### config.mk
export PLATFORM = sky130hd
export DESIGN_NAME = dadd_serial
export DESIGN_NICKNAME = d
export VERILOG_FILES = /design/src/rtl/dadd_serial.sv
export SDC_FILE = /design/constraint.sdc
export NUM_CORES = 1
export LEC_CHECK = 0
export BUFFER_PORTS_ARGS = -buffer_cell sky130_fd_sc_hd__buf_2
export CAP_MARGIN = 0
export CORE_AREA = 8 8 73 91
export CTS_CLUSTER_DIAMETER = 80
export DETAILED_ROUTE_END_ITERATION = 16
export DIE_AREA = 0 0 81 99
export PLACE_DENSITY = 0.77
export SYNTH_ARGS = -nofsm -noshare
export SYNTH_HDL_FRONTEND = slang
export SYNTH_SLANG_ARGS = --single-unit
export TNS_END_PERCENT = 100
### constraint.sdc
create_clock -name MCLK -period 3.3 [get_ports MCLK]
set_input_delay 0.33 -clock MCLK [delete_from_list [all_inputs] [get_ports MCLK]]
set_output_delay 0.33 -clock MCLK [all_outputs]
set_load 0.01 [all_outputs]
### src/rtl/dadd_serial.sv
// dadd_serial: digit-serial BCD add/subtract unit with MSP430-style flags.
// Processes one 4-bit BCD digit per MCLK over N active digits
// (N = 2 in byte mode, DIGITS otherwise). A start pulse in IDLE
// launches one operation and done pulses for one cycle when the
// result and flags are valid.
//
// Optional feature macro: DADD_SERIAL_SUB_EN
//   defined   -> sub=1 adds the nines' complement of src (decimal subtract)
//   undefined -> sub is ignored and no complement logic is built
//
// Parameters:
//   DIGITS  number of BCD digits, even and >= 2 (W = 4*DIGITS)
// Ports:
//   MCLK    clock, all state updates on the rising edge
//   reset   synchronous active-high reset
//   start   launch request, sampled only in IDLE
//   bw      1 = byte mode (digits 0-1 only), 0 = full width
//   sub     1 = decimal subtract (only with DADD_SERIAL_SUB_EN)
//   src     source operand (BCD), W bits
//   dst     destination operand (BCD), W bits
//   cin     carry in (subtract: 1 = no borrow)
//   busy    high while an operation is in progress
//   done    one-cycle pulse when result/flags are valid
//   result  BCD result, held until the next accepted start
//   cout    decimal carry out of the last active digit
//   vout    overflow flag, always 0
//   nout    sign: result[7] in byte mode, result[W-1] otherwise
//   zout    1 when all active result digits are 0
module dadd_serial #(
  parameter int unsigned DIGITS = 4
) (
  input  logic                MCLK,
  input  logic                reset,
  input  logic                start,
  input  logic                bw,
  input  logic                sub,
  input  logic [4*DIGITS-1:0] src,
  input  logic [4*DIGITS-1:0] dst,
  input  logic                cin,
  output logic                busy,
  output logic                done,
  output logic [4*DIGITS-1:0] result,
  output logic                cout,
  output logic                vout,
  output logic                nout,
  output logic                zout
);

  localparam int unsigned W  = 4 * DIGITS;
  localparam int unsigned KW = (DIGITS > 2) ? $clog2(DIGITS) : 1;

  typedef enum logic [1:0] {
    IDLE = 2'd0,
    RUN  = 2'd1,
    DONE = 2'd2
  } state_t;

  state_t         state_q;
  state_t         state_nxt;

  logic [W-1:0]   src_q;
  logic [W-1:0]   dst_q;
  logic           c_q;
  logic           bw_q;
  logic [KW-1:0]  k_q;
  logic           nz_q;

  logic           load_c;
  logic           step_c;
  logic           fin_c;
  logic           last_c;

  logic [3:0]     s_eff;
  logic [4:0]     sum_c;
  logic           carry_c;
  logic [3:0]     digit_c;

`ifdef DADD_SERIAL_SUB_EN
  logic           sub_q;
`else
  logic           unused_sub;
  assign unused_sub = sub;
`endif

  // Last active digit: index 1 in byte mode, DIGITS-1 otherwise
  assign last_c = (k_q == (bw_q ? KW'(1) : KW'(DIGITS - 1)));

  // State register
  always_ff @(posedge MCLK) begin
    if (reset) state_q <= IDLE;
    else       state_q <= state_nxt;
  end

  // Next-state logic
  always_comb begin
    state_nxt = state_q;
    unique case (state_q)
      IDLE:    if (start) state_nxt = RUN;
      RUN:     if (last_c) state_nxt = DONE;
      DONE:    state_nxt = IDLE;
      default: state_nxt = IDLE;
    endcase
  end

  // Control decode for the datapath
  always_comb begin
    load_c = 1'b0;
    step_c = 1'b0;
    fin_c  = 1'b0;
    unique case (state_q)
      IDLE:    load_c = start;
      RUN: begin
        step_c = 1'b1;
        fin_c  = last_c;
      end
      default: ;
    endcase
  end

  // One BCD digit: complement (optional), binary add, decimal correct
  always_comb begin
    s_eff = src_q[3:0];
`ifdef DADD_SERIAL_SUB_EN
    if (sub_q) s_eff = 4'(4'd9 - src_q[3:0]);
`endif
    sum_c   = 5'(dst_q[3:0]) + 5'(s_eff) + 5'(c_q);
    carry_c = (sum_c >= 5'd10);
    digit_c = carry_c ? 4'(sum_c + 5'd6) : sum_c[3:0];
  end

  // Datapath and registered outputs; operands shift right so digit k is
  // always in the low nibble
  always_ff @(posedge MCLK) begin
    if (reset) begin
      src_q  <= '0;
      dst_q  <= '0;
      c_q    <= 1'b0;
      bw_q   <= 1'b0;
      k_q    <= '0;
      nz_q   <= 1'b0;
`ifdef DADD_SERIAL_SUB_EN
      sub_q  <= 1'b0;
`endif
      busy   <= 1'b0;
      done   <= 1'b0;
      result <= '0;
      cout   <= 1'b0;
      vout   <= 1'b0;
      nout   <= 1'b0;
      zout   <= 1'b0;
    end else begin
      busy <= (state_nxt == RUN);
      done <= (state_nxt == DONE);
      vout <= 1'b0;
      if (load_c) begin
        src_q  <= src;
        dst_q  <= dst;
        c_q    <= cin;
        bw_q   <= bw;
        k_q    <= '0;
        nz_q   <= 1'b0;
`ifdef DADD_SERIAL_SUB_EN
        sub_q  <= sub;
`endif
        result <= '0;
      end else if (step_c) begin
        src_q <= src_q >> 4;
        dst_q <= dst_q >> 4;
        c_q   <= carry_c;
        k_q   <= k_q + KW'(1);
        nz_q  <= nz_q | (digit_c != 4'd0);
        for (int unsigned i = 0; i < DIGITS; i++) begin
          if (k_q == KW'(i)) result[4*i +: 4] <= digit_c;
        end
        if (fin_c) begin
          cout <= carry_c;
          nout <= digit_c[3];
          zout <= ~(nz_q | (digit_c != 4'd0));
        end
      end
    end
  end

endmodule

==> out/metrics.csv <==
metric,value,unit
setup_viol,0,
fp.dieH,99,um
startpoint,src_q[0],
vias,2256,
muxShareOfSynthArea,1.13,%
htreeDepth,3,
syn_inst,310,
cp_slowest_cell,fa_1,
cp_cell_sequence,"inv_1, fa_1, fa_1, xor2_2, ha_1, inv_1, a2111oi_2, o21ai_1, nand3_2, a21oi_4, a211oi_1",
crit_cells,11,
utilization,60.0,%
via_per_inst,5.26,
detail-route-antenna-nets,0,
synthTopCellsByArea,"dfxtp_1, a21oi_1, nand2_1",
crit_arrival,3.33,ns
drv_slew,0,
routedWlPerCell,14.0,um
cts_tree,built,
clock_path_buffers,2,
wl,6.03,mm
synth_top_area_share,45.0,%
setup-tns-final,0,ns
startpoint_type,register,
slew_headroom,48.8,%
grt_setup_unrepaired,false,
cpPeakStageDelay,0.50,ns
first_iter_violations,100,
core_area,5260,um^2
min_period_over_period,93.8,%
syn-cell-area,2670,um^2
diodes,0,
cts_made_buffers,9,
p_per_area,530,nW/um^2
drv_cap,0,
cts_sinks,60,
cp_num_buf_inv,2,
ys_warn_count,0,
drive_gt1_share,23.8,%
end_kind,register,
synth_nets,358,
ir_drop,0.000373,V
rows,30,
period_needed,3.10,ns
r2r-end,result[14],
areaGrowthSynthToFinish,18.2,%
timing.rr.start,src_q[0],
critPathCapture,result[14],
ff2ff_path_depth,11,
r2r_slack,0.20,ns
drtPass1Iterations,5,
synthAdderAreaFrac,5.25,%
ys_seq_elements,60,
portBuffers,57,
clkTransAtPathRegs,0.06,ns
cts_resized,0,
max_freq,323,MHz
ys_types,43,
hold_viol,0,
synth_top_family_by_area,compound AO/OA/AOI/OAI gates,
crit_type,register to register,
outcome,"finished, final reports clean",
place.gp.congestion,0.798,
crit_family,adder cells,
cp_max_fo,7,
cp.required,3.54,ns
hold_buffers,0,
antenna_found_initial,0,
grt_max_degree,45,
seq_area_frac_synth,45.0,%
synth_compound_area_share,23.3,%
dieWidth,81,um
layout.nets,410,
synthSimpleGateAreaFrac,18.2,%
grt_overflow,0,
finClkSkew,0.00565,ns
grt_pass1_wl,9.89,mm
clockRootBuffer,clkbuf_8,
syn_area_per_cell,8.61,um^2
synth-xor-area-share,2.20,%
initial_core_util,50.8,%
die-area,8020,um^2
hp-class,input port to register,
track_usage,15.5,%
post_cts_buffers,0,
clock_latency,0.33,ns
tightest_slew,0.768,ns
synth_top_area_cell,dfxtp_1,
p_leak,1.28,nW
grt_pass1_vias,2269,
drc,0,
hpwl,4.37,mm
ios,60,
-- state kept, by name, summed over array words and instances, names as in the netlist --
register  cells
src_q        16
done          1
bw_q          1
nz_q          1
result       16
state_q       2
busy          1
cout          1
zout          1
dst_q        16
c_q           1
k_q           2
nout          1
-- worst min-delay path by stage --
stage               startpoint         to  slack [ns]  depth (start not counted)
CTS                    src[13]  src_q[13]        0.22                          3
global placement      src_q[9]   src_q[9]        0.44                          2
finish                      bw       bw_q        0.23                          3
floorplan             dst_q[0]   dst_q[0]        0.44                          2
global route           src[14]  src_q[14]        0.22                          3
detailed placement   result[7]  result[7]        0.44                          2
-- power breakdown --
group / total, W / internal [W] / leakage (nW) / switching, W
Sequential: 0.000783 / 0.000762 / 0.490 / 0.0000207
Clock: 0.000586 / 0.000323 / 0.0941 / 0.000263
Combinational: 0.000303 / 0.000116 / 0.699 / 0.000186
Total: 0.00167 / 0.00120 / 1.28 / 0.000470
-- metrics by stage --
step | hold WS, ns | power, W | worst slack, ns | area (um^2) | std cells
2_1_floorplan | 0.436 | 0.00102 | 0.475 | 2670 | 310
3_3_place_gp | 0.443 | 0.00109 | 0.325 | 2980 | 415
3_5_place_dp | 0.444 | 0.00110 | 0.234 | 2980 | 415
4_1_cts | 0.218 | 0.00169 | 0.223 | 3150 | 429
5_1_grt | 0.221 | 0.00176 | 0.0251 | 3150 | 429
6_report | 0.234 | 0.00167 | 0.204 | 3150 | 429
-- metal layers --
layer / GRT usage [%] / vias to the layer above / share of wire (%)
li1: - / 1181 / -
met1: 17.3 / 1009 / 43
met2: 25.1 / 59 / 49
met3: 4.55 / 7 / 7.2
met4: 9.38 / 0 / 0.90
met5: 0 / - / 0
-- synth_stat cells (all sizes together) --
cell and instances:
o41ai 1, a211oi 9, nand2 54, o21ai 5, nand2b 2, a21boi 1, nor2b 3, xnor2 2
a22o 1, nor3b 3, a2111oi 1, buf 11, and2 5, nand3b 1, o2111ai 1, mux2i 3
o31ai 4, nand4 1, a22oi 25, xor2 3, nor3 2, a21oi 43, ha 8, fa 2
o21a 1, dfxtp 60, nand3 15, nor2 21, conb 1, inv 12, clkbuf 8, or3 1
-- cell families (layout without fill, tap and decap cells) --
family | count (synthesis) | after routing
AND/OR/NAND/NOR | 108 | 108
AO/OA/AOI/OAI | 92 | 92
flip-flops | 60 | 60
buffers and inverters | 31 | 86
adder cells (fa/ha/maj) | 10 | 10
XOR/XNOR | 5 | 5
multiplexers | 3 | 3
other | 1 | 1
-- cells in the final DEF, fill, tap and decap left out, types with 3 or more instances in the layout --
cell and count:
dfxtp_1 60, mux2i_1 3, and2_1 5, nor2_1 20
nor3b_1 3, inv_1 12, a21oi_1 41, nand2_1 54
o31ai_1 4, clkbuf_8 12, buf_2 57, a22oi_1 25
a211oi_1 7, nand3_1 14, ha_1 8, buf_4 3
-- tightest hold or removal path, cell delays in order --
cell,delay (ns)
buf_2,0.10
nand2_1,0.04
a21oi_1,0.05
-- cell type report --
| type | count | area, um^2 |
|---|---|---|
| fillers | 515 | 2100 |
| multi-input cells | 219 | 1340 |
| flip-flops and latches | 60 | 1200 |
| repair buffers | 60 | 308 |
| clock buffers | 12 | 165 |
| well taps | 64 | 80.1 |
| inverters | 12 | 45.0 |
| clock inverters | 2 | 10.0 |
Note: power is estimated with default switching activity, not from simulation.
